$ cat config.mk
export PLATFORM = sky130hd
export DESIGN_NAME = risc_v_mem_region_ctrl
export DESIGN_NICKNAME = d
export VERILOG_FILES = /design/src/rtl/risc_v_mike_pkg.sv /design/src/rtl/risc_v_addr_decode.sv /design/src/rtl/risc_v_mem_region_ctrl.sv
export SDC_FILE = /design/constraint.sdc
export NUM_CORES = 1
export LEC_CHECK = 0
export BUFFER_PORTS_ARGS = -buffer_cell sky130_fd_sc_hd__buf_2
export CORE_AREA = 2 2 121 123
export DETAILED_ROUTE_END_ITERATION = 10
export DIE_AREA = 0 0 123 125
export GPL_TIMING_DRIVEN = 0
export HOLD_SLACK_MARGIN = 0.02
export PLACE_DENSITY = 0.77
export SKIP_CTS_REPAIR_TIMING = 1
export SLEW_MARGIN = 15
export SYNTH_ARGS = -nofsm -noshare
export SYNTH_HDL_FRONTEND = slang
export SYNTH_SLANG_ARGS = --single-unit
export TNS_END_PERCENT = 1
$ cat constraint.sdc
create_clock -name clk -period 3.4 [get_ports clk]
set_input_delay 0.34 -clock clk [delete_from_list [all_inputs] [get_ports clk]]
set_output_delay 0.34 -clock clk [all_outputs]
set_load 0.02 [all_outputs]
$ cat src/rtl/risc_v_mike_pkg.sv
// Shared types and default memory map for the core's load/store region controller.
// Latency: n/a (types and constants only); backpressure: n/a.
package risc_v_mike_pkg;

  localparam logic [31:0] TEXT_LOWER  = 32'h0040_0000;
  localparam logic [31:0] DATA_LOWER  = 32'h1001_0000;
  localparam logic [31:0] STACK_UPPER = 32'h7FFF_EFFF;
  localparam logic [31:0] MMIO_LOWER  = 32'hFFFF_0000;

  localparam int DEF_N_REGIONS = 4;

  // The stack region is the 2 KiB window ending at STACK_UPPER.
  localparam logic [31:0] DEF_REGION_BASE [DEF_N_REGIONS] =
    '{TEXT_LOWER, DATA_LOWER, STACK_UPPER - 32'h0000_07FF, MMIO_LOWER};
  localparam logic [31:0] DEF_REGION_SIZE [DEF_N_REGIONS] =
    '{32'h0000_1000, 32'h0000_0800, 32'h0000_0800, 32'h0000_0100};

  typedef logic [$clog2(DEF_N_REGIONS)-1:0] region_idx_t;

  typedef enum logic [1:0] {
    IDLE,
    ACCESS,
    RESP
  } mem_ctrl_state_e;

endpackage

$ cat src/rtl/risc_v_addr_decode.sv
// Combinational address-to-region decoder: priority one-hot hit and region-relative offset.
// Latency: 0 cycles; backpressure: none (pure function of addr).
module risc_v_addr_decode
  import risc_v_mike_pkg::*;
#(
  parameter int                N_REGIONS = DEF_N_REGIONS,
  parameter int                DATA_W    = 32,
  parameter logic [DATA_W-1:0] REGION_BASE [N_REGIONS] = DEF_REGION_BASE,
  parameter logic [DATA_W-1:0] REGION_SIZE [N_REGIONS] = DEF_REGION_SIZE
) (
  input  logic [DATA_W-1:0]    addr,
  output logic [N_REGIONS-1:0] hit_vec,
  output logic                 hit,
  output logic [DATA_W-1:0]    offset
);

  // One extra bit on the bounds keeps a region ending at the top of memory from wrapping.
  always_comb begin
    hit_vec = '0;
    hit     = 1'b0;
    offset  = '0;
    for (int i = 0; i < N_REGIONS; i++) begin
      if (!hit &&
          ({1'b0, addr} >= {1'b0, REGION_BASE[i]}) &&
          ({1'b0, addr} <  ({1'b0, REGION_BASE[i]} + {1'b0, REGION_SIZE[i]}))) begin
        hit_vec[i] = 1'b1;
        hit        = 1'b1;
        offset     = addr - REGION_BASE[i];
      end
    end
  end

endmodule

$ cat src/rtl/risc_v_mem_region_ctrl.sv
// Sequential load/store router: decodes a core request to one region, waits for ack or timeout.
// Latency: unmapped 1 cycle, hit ack-time+1, timeout TIMEOUT_CYCLES+1; req_ready low until RESP done.
module risc_v_mem_region_ctrl
  import risc_v_mike_pkg::*;
#(
  parameter int                N_REGIONS      = DEF_N_REGIONS,
  parameter int                DATA_W         = 32,
  parameter logic [DATA_W-1:0] REGION_BASE [N_REGIONS] = DEF_REGION_BASE,
  parameter logic [DATA_W-1:0] REGION_SIZE [N_REGIONS] = DEF_REGION_SIZE,
  parameter int                TIMEOUT_CYCLES = 16
) (
  input  logic                          clk,
  input  logic                          rst_n,
  input  logic                          req_valid,
  output logic                          req_ready,
  input  logic                          req_we,
  input  logic [DATA_W-1:0]             req_addr,
  input  logic [DATA_W-1:0]             req_wdata,
  input  logic [DATA_W/8-1:0]           req_be,
  output logic                          rsp_valid,
  output logic [DATA_W-1:0]             rsp_rdata,
  output logic                          rsp_err,
  output logic [N_REGIONS-1:0]          reg_sel,
  output logic                          reg_we,
  output logic [DATA_W-1:0]             reg_offset,
  output logic [DATA_W-1:0]             reg_wdata,
  output logic [DATA_W/8-1:0]           reg_be,
  input  logic [N_REGIONS*DATA_W-1:0]   reg_rdata,
  input  logic [N_REGIONS-1:0]          reg_ack
);

  localparam int              CNT_W    = $clog2(TIMEOUT_CYCLES + 1);
  localparam logic [CNT_W-1:0] CNT_LOAD = CNT_W'(TIMEOUT_CYCLES);
  localparam logic [CNT_W-1:0] CNT_ONE  = CNT_W'(1);

  mem_ctrl_state_e state_q, state_d;

  logic [N_REGIONS-1:0] sel_q;
  logic                 we_q;
  logic [DATA_W-1:0]    offset_q;
  logic [DATA_W-1:0]    wdata_q;
  logic [DATA_W/8-1:0]  be_q;
  logic [CNT_W-1:0]     cnt_q;
  logic [DATA_W-1:0]    rdata_q;
  logic                 err_q;

  logic [N_REGIONS-1:0] dec_hit_vec;
  logic                 dec_hit;
  logic [DATA_W-1:0]    dec_offset;

  logic                 accept;
  logic                 ack_sel;
  logic                 acc_done;
  logic                 acc_timeout;
  logic [DATA_W-1:0]    rdata_mux;

  risc_v_addr_decode #(
    .N_REGIONS   (N_REGIONS),
    .DATA_W      (DATA_W),
    .REGION_BASE (REGION_BASE),
    .REGION_SIZE (REGION_SIZE)
  ) u_decode (
    .addr    (req_addr),
    .hit_vec (dec_hit_vec),
    .hit     (dec_hit),
    .offset  (dec_offset)
  );

  // Only the selected region's ack counts; acks outside ACCESS are dropped by the FSM.
  assign ack_sel = |(reg_ack & sel_q);

  always_comb begin
    rdata_mux = '0;
    for (int i = 0; i < N_REGIONS; i++) begin
      if (sel_q[i]) rdata_mux = rdata_mux | reg_rdata[i*DATA_W +: DATA_W];
    end
  end

  always_ff @(posedge clk or negedge rst_n) begin
    if (!rst_n) state_q <= IDLE;
    else        state_q <= state_d;
  end

  always_comb begin
    state_d     = state_q;
    accept      = 1'b0;
    acc_done    = 1'b0;
    acc_timeout = 1'b0;
    case (state_q)
      IDLE: begin
        if (req_valid) begin
          accept  = 1'b1;
          state_d = dec_hit ? ACCESS : RESP;
        end
      end
      ACCESS: begin
        // An ack on the last counted cycle takes precedence over the timeout.
        if (ack_sel) begin
          acc_done = 1'b1;
          state_d  = RESP;
        end else if (cnt_q == CNT_ONE) begin
          acc_timeout = 1'b1;
          state_d     = RESP;
        end
      end
      RESP:    state_d = IDLE;
      default: state_d = IDLE;
    endcase
  end

  always_ff @(posedge clk or negedge rst_n) begin
    if (!rst_n) begin
      sel_q    <= '0;
      we_q     <= 1'b0;
      offset_q <= '0;
      wdata_q  <= '0;
      be_q     <= '0;
      cnt_q    <= '0;
      rdata_q  <= '0;
      err_q    <= 1'b0;
    end else if (accept) begin
      sel_q    <= dec_hit_vec;
      we_q     <= req_we;
      offset_q <= dec_offset;
      wdata_q  <= req_wdata;
      be_q     <= req_be;
      cnt_q    <= CNT_LOAD;
      rdata_q  <= '0;
      err_q    <= ~dec_hit;
    end else if (acc_done) begin
      rdata_q <= we_q ? '0 : rdata_mux;
      err_q   <= 1'b0;
    end else if (acc_timeout) begin
      rdata_q <= '0;
      err_q   <= 1'b1;
    end else if (state_q == ACCESS) begin
      cnt_q <= cnt_q - CNT_ONE;
    end
  end

  // Select and strobe are state-qualified so reset drops them without waiting for a clock.
  assign req_ready  = (state_q == IDLE);
  assign rsp_valid  = (state_q == RESP);
  assign rsp_err    = rsp_valid & err_q;
  assign rsp_rdata  = rsp_valid ? rdata_q : '0;
  assign reg_sel    = (state_q == ACCESS) ? sel_q : '0;
  assign reg_we     = (state_q == ACCESS) & we_q;
  assign reg_offset = offset_q;
  assign reg_wdata  = wdata_q;
  assign reg_be     = be_q;

endmodule

==> flow_summary.yaml, run 1 <==
critical_path:
  reg2reg_depth: 9
  regToRegSetupSlack_ns: 1.07
  critPathKind: "in2reg"
  crit_path_start: "req_addr[23]"
  rr_endpoint: "rdata_q[18]"
  cpPeakStageDelay_ns: 0.45
  r2r-start: "sel_q[2]"
  path_max_fanout: 10
  endpoint_kind: "flop"
  cp-start-kind: "input pin"
  cp_common_cell: "nand3_2"
  cp.arrival_ns: 3.05
  cp_cell_sequence: "buf_2 > clkbuf_1 > inv_1 > ha_1 > nor3b_1 > nand4_1 > a41oi_1 > nand3_2 > nand3_2 > nor2_2 > buf_6 > o21ai_2"
  cp_data_required_time_ns: 3.74
  cp_slowest_cell: "nor3b_1"
synthesis:
  ys_top_cells_by_area: "dfrtp_1 46%, nand2_1 12%, o21ai_0 4.8%"
  ys.flop_type: "dfrtp_1"
  ys_ff_latch: 113
  async_reset_ff_frac: 1.00
  synth_area_per_cell_um2: 8.69
  syn_nets: 924
  synth_top_area_cell: "dfrtp_1"
  synth_edf_count: 0
  ys_warn_count: 0
  yosysTopAreaCellShare: 0.459
  syn_inst: 708
  synth_cell_types: 63
  syn_area_um2: 6150
  ys_seq_area_frac: 0.459
power:
  internal_power_mw: 2.58
  power_density_nw_per_um2: 430
  switchingPower_mw: 1.08
  sequentialPowerShare: 0.402
  p_clk_frac: 0.437
  total_leakage_power_nw: 4.35
  p_comb_frac: 0.161
  ir_worst_vdd_v: 0.000312
  sw_frac_of_total: 0.295
floorplanning:
  initial_utilization: 0.433
  die_x_um: 123
  design.die.area_um2: 15400
  die_h_um: 125
  coreArea_um2: 14200
  rows: 44
  io_pins: 312
clock_tree:
  cts-buffers-inserted: 17
  clock_latency_ns: 0.41
  path_clk_slew_ns: 0.06
  cts_tree: "built"
  cts.sinks: 113
  cts_max_level: 4
  cts_root_buf: "clkbuf_16"
  clockBufferDepth: 2
final_layout:
  drive_gt1_frac: 0.355
  area_growth_pct: 38.4
  final_nets: 1255
  diodes: 0
  fillers: 1331
drt:
  firstDrtPassIters: 5
  wire_per_inst_um: 16.8
  via_count: 6512
  ant_nets: 0
  drt_iter0_markers: 360
  drc: 0
  viasPerCell: 5.27
  routed_wirelength_mm: 20.8
timing:
  hold_ws_ns: 0.111
  finalCriticalPeriod_ns: 2.72
  max_slew_margin: 0.543
  fin_setup_tns_ns: 0
  fin_skew_ns: 0.00786
  maxSlewViolCount: 0
  hold_viol: 0
  setup_viol: 0
  fmax_mhz: 368
  period_share: 0.799
  worstMarginPinSlew_ns: 0.683
  rsz0062_at_grt: "false"
grt:
  grt_pass1_wl_mm: 31.6
  grt_pass1_vias: 6270
  grt_use_total: 0.269
  antenna_found_initial: 0
  grt_max_degree: 60
  overflow: 0
worst_hold_path:
  worstHoldEndpoint: "reg_wdata[28]"
  min_path_cells: 3
  hold_path_class: "in2reg"
  hp-start: "req_wdata[28]"
outcome:
  status: "completed"
placement:
  gp_congestion: 0.953
  io_buffers: 310
  place_hpwl_mm: 16.0
job:
  max_cap_violations: 0
critical path, delay by kind of cell:
kind | cells | cell delay, ns
simple gates | 5 | 1.25
fa+ha+maj | 1 | 0.18
buf+inv | 4 | 0.68
compound gates | 2 | 0.59
cells in the mapped netlist (11+ instances only):
| cell type | instances |
|---|---|
| nand3_1 | 14 |
| dfrtp_1 | 113 |
| nor2_1 | 32 |
| a221oi_1 | 32 |
| nand2_1 | 201 |
| inv_1 | 11 |
| clkbuf_1 | 44 |
| a22o_1 | 32 |
| o21ai_2 | 13 |
| and2_1 | 39 |
| ha_1 | 12 |
| o21ai_0 | 59 |
placed cells by master (no fill, tap or decap), drive strengths merged, types with 2 or more instances in the layout:
master,n
clkbuf,61
buf,315
nor3,9
clkinv,8
o21ai,74
nor2b,4
ha,12
o31ai,4
nor4,5
and2,39
o22ai,3
xor2,2
a221oi,32
and3,2
a211o,2
or2,2
nand2,202
a21oi,9
a21o,2
dfrtp,113
a31oi,7
a22oi,2
nor2,34
and4,4
nand3,17
o211a,2
nand2b,3
nand4,6
or4,2
a2111oi,2
o211ai,2
xnor2,5
a22o,32
clkinvlp,2
inv,16
final cells by class:
type	instances	area, um^2	area share
buffer	48	196	0.0231
tap	184	230	0.0270
clock buffer	17	425	0.0500
inverter	11	41.3	0.00485
timing repair buffer	312	1600	0.187
multi-input combinational	536	3090	0.363
sequential	113	2830	0.332
clock inverter	15	110	0.0129
cell families after synthesis:
group | count (synthesis) | share of synthesized area
and+or+nand+nor | 334 | 0.250
AOI/OAI and AO/OA | 182 | 0.216
DFF | 113 | 0.459
buffers and inverters | 59 | 0.0386
adders and majority gates | 12 | 0.0244
xor gates and xnor gates | 7 | 0.00996
muxes | 1 | 0.00163
how the worst max path moves through the flow:
| stage | end | slack [ns] | depth (start not counted) |
|---|---|---|---|
| global placement | reg_offset[10] | 0.33 | 12 |
| global route | reg_offset[7] | 0.40 | 12 |
| finish | reg_offset[2] | 0.68 | 12 |
| CTS | reg_offset[2] | 0.74 | 12 |
| floorplan | reg_offset[2] | 1.02 | 11 |
| detailed placement | reg_offset[2] | 0.30 | 12 |
routing by layer:
| layer | up-vias | share of wire | global-route usage |
|---|---|---|---|
| met5 | - | 0 | 0 |
| met4 | 0 | 0.024 | 0.0963 |
| met3 | 32 | 0.061 | 0.0639 |
| met2 | 259 | 0.51 | 0.462 |
| met1 | 3065 | 0.40 | 0.326 |
| li1 | 3156 | - | - |
stage by stage:
stage	cell area [um^2]	instances	utilization	power (mW)	setup slack (ns)
detailed placement	7970	1203	0.561	2.09	0.305
finish	8520	1236	0.600	3.66	0.684
global route	8520	1236	0.600	3.82	0.399
CTS	8510	1235	0.599	3.70	0.745
global placement	7940	1202	0.559	2.07	0.327
floorplan	6150	708	-	1.77	1.02
state kept, by name, summed over array words and instances (netlist names):
register,count
reg_be,4
state_q,2
sel_q,4
reg_offset,32
rdata_q,32
err_q,1
cnt_q,5
reg_wdata,32
we_q,1
power by group through the flow:
stage | clock, mW | sequential, mW | combinational [mW]
3_5_place_dp | 0 | 1.50 | 0.591
4_1_cts | 1.63 | 1.47 | 0.593
6_report | 1.60 | 1.47 | 0.589
5_1_grt | 1.69 | 1.48 | 0.648
2_1_floorplan | 0 | 1.60 | 0.170
3_3_place_gp | 0 | 1.49 | 0.579
(Power assumes the default switching activity.)
==> run 2, diff against run 1 <==
ABC_AREA = 1   (was unset)
CORE_AREA = unset   (was 2 2 121 123)
CORE_UTILIZATION = 43   (was unset)
DIE_AREA = unset   (was 0 0 123 125)
clock period = 2.4 ns   (was 3.4 ns; I/O delays follow)
==> run 2 against run 1 <==
Compared with the run above: sequential share of layout area fell by 2.9 points; critical path depth fell by 7; routed wire length rose by 13%; utilization rose by 0.94 points; critical path type is now reg2out; die area rose by 6.3%; cell area rose by 9.5%; clock-buffer cell count rose by 3; power rose by 72%; non-clock buffer count fell by 2.
==> flow_summary.yaml, run 2 <==
job:
  max_cap_violations: 0
timing:
  fin_setup_tns_ns: 0
  fmax_mhz: 452
  max_slew_margin: 0.583
  finalCriticalPeriod_ns: 2.21
  maxSlewViolCount: 0
  rsz0062_at_grt: "false"
  setup_viol: 0
  fin_skew_ns: 0.00686
  hold_viol: 0
  worstMarginPinSlew_ns: 0.625
  period_share: 0.923
synthesis:
  synth_top_family_by_area: "simple AND/OR/NAND/NOR gates"
  synth_common_cells: "264 x nand2_1, 113 x dfrtp_1, 88 x inv_1"
  synth.most_common_cell: "nand2_1"
  synth-adder-area-share: 0.0221
  async_reset_ff_frac: 1.00
  synth-simple-area-share: 0.321
  ys_seq_area_frac: 0.415
  synth_cell_types: 44
  synth_compound_gate_area_share: 0.136
  ys_warn_count: 0
  synth_area_per_cell_um2: 7.76
  syn_nets: 1094
  ys_ff_latch: 113
  syn_inst: 878
  yosysTopAreaCellShare: 0.415
  syn_area_um2: 6810
  ys.flop_type: "dfrtp_1"
  synth_edf_count: 0
  synth_top_area_cell: "dfrtp_1"
  muxShareOfSynthArea: 0
  ys_top_cells_by_area: "dfrtp_1 42%, nand2_1 15%, inv_1 4.9%"
  synthXorXnorAreaFrac: 0.0219
grt:
  grt_pass1_vias: 7165
  overflow: 0
  use_met1: 0.340
  gr-usage-met2: 0.507
  antenna_found_initial: 4
  grt_max_degree: 59
  grt_use_total: 0.290
  grt.busiest_layer: "met2"
  gr-usage-met3: 0.0701
  grt_pass1_wl_mm: 36.5
final_layout:
  finalNonFillerCells: 1437
  final_cell_mix: "311 x buf_2, 264 x nand2_1, 113 x dfrtp_1, 88 x inv_1, 82 x nor2_1"
  drive_gt1_frac: 0.333
  final_common_cell: "buf_2"
  final_nets: 1427
  fin_util: 0.609
  area_growth_pct: 37.0
clock_tree:
  clock_latency_ns: 0.41
  cts.sinks: 113
  clockBufferDepth: 2
  cts_tree: "built"
  cts_root_buf: "clkbuf_16"
  cts-buffers-inserted: 17
  path_clk_slew_ns: 0.06
  cts_max_level: 4
outcome:
  status: "completed"
floorplanning:
  design.die.area_um2: 16300
  die_h_um: 128
  die_x_um: 128
  initial_utilization: 0.445
  rows: 45
  coreArea_um2: 15300
  io_pins: 312
drt:
  drt_iter0_markers: 373
  firstDrtPassIters: 5
  viasPerCell: 5.07
  wire_per_inst_um: 16.3
  ant_nets: 0
  drc: 0
  routed_wirelength_mm: 23.4
  via_count: 7284
worst_hold_path:
  hold_path_class: "in2reg"
  min_path_cells: 3
critical_path:
  cp-start-kind: "flop"
  path_max_fanout: 10
  critPathKind: "reg2out"
  reg2reg_depth: 8
  cp.arrival_ns: 1.97
  cp_data_required_time_ns: 2.16
  endpoint_kind: "output port"
power:
  ir_worst_vdd_v: 0.000501
  total_leakage_power_nw: 5.00
  power_density_nw_per_um2: 675
placement:
  gp_congestion: 0.962
  dp_cells: 1399
  io_buffers: 309
  place_hpwl_mm: 18.6
-- run 2: changes by cell type after synthesis, sizes merged, moves of 31 or more --
cell / before / now
nor2: 34 / 98
nand2: 202 / 279
o21ai: 74 / 11
inv: 11 / 95
nand3: 17 / 61
and2: 39 / 2
o22ai: 3 / 34
-- run 2: logic make-up (layout without fill, tap and decap cells) --
logic type	count (synthesis)	count (layout)
compound gates	122	122
simple gates	474	474
buf+inv	140	486
flops	113	113
other cells	0	2
xor+xnor	17	17
fa+ha+maj	12	12
-- run 2: worst max-delay path: stages, from the launching register on --
cell and delay [ns]:
dfrtp_1 0.32, clkbuf_1 0.31, clkbuf_1 0.46, inv_1 0.16
nor2_1 0.13, buf_2 0.19
-- run 2: final timing paths --
| kind | from | endpoint | slack (ns) |
|---|---|---|---|
| worst max-delay path | sel_q[3] | reg_sel[3] | 0.19 |
| worst min-delay path | req_wdata[14] | reg_wdata[14] | 0.02 |
| worst max register to register | sel_q[2] | rdata_q[20] | 0.35 |
| worst min register to register | reg_offset[5] | reg_offset[5] | 0.47 |
| max in group asynchronous | rst_n | rdata_q[27] | 1.35 |
| min in group asynchronous | rst_n | reg_offset[16] | 0.37 |
-- run 2: final cells by class --
| cell class | instances | area (um^2) |
|---|---|---|
| antenna | 2 | 5.00 |
| clock inverter | 12 | 180 |
| tap | 211 | 264 |
| inverter | 96 | 360 |
| fill | 1461 | 5990 |
| clock buffer | 20 | 447 |
| buffer | 44 | 213 |
| multi-input combinational | 625 | 3410 |
| timing repair buffer | 314 | 1620 |
| sequential | 113 | 2830 |
-- run 2: metrics by stage --
step	power (mW)	cell area, um^2	hold WS (ns)	setup slack (ns)
finish	6.30	9330	0.0216	0.185
global route	6.60	9330	0.0212	0.0273
floorplan	3.02	6810	-0.0556	0.723
global placement	3.61	8620	0.434	-0.279
detailed placement	3.64	8650	0.242	0.300
CTS	6.33	9280	-0.190	0.143
-- run 2: layer usage --
| layer | routed length, um | part of all wire |
|---|---|---|
| met5 | 23 | 0.00098 |
| met1 | 9310 | 0.40 |
| met4 | 817 | 0.035 |
| met2 | 11500 | 0.49 |
| met3 | 1740 | 0.074 |
-- run 2: where the power goes --
group | internal (mW) | switching (mW)
combinational | 0.506 | 0.900
sequential | 2.10 | 0.110
clock | 1.77 | 0.911
total | 4.38 | 1.92
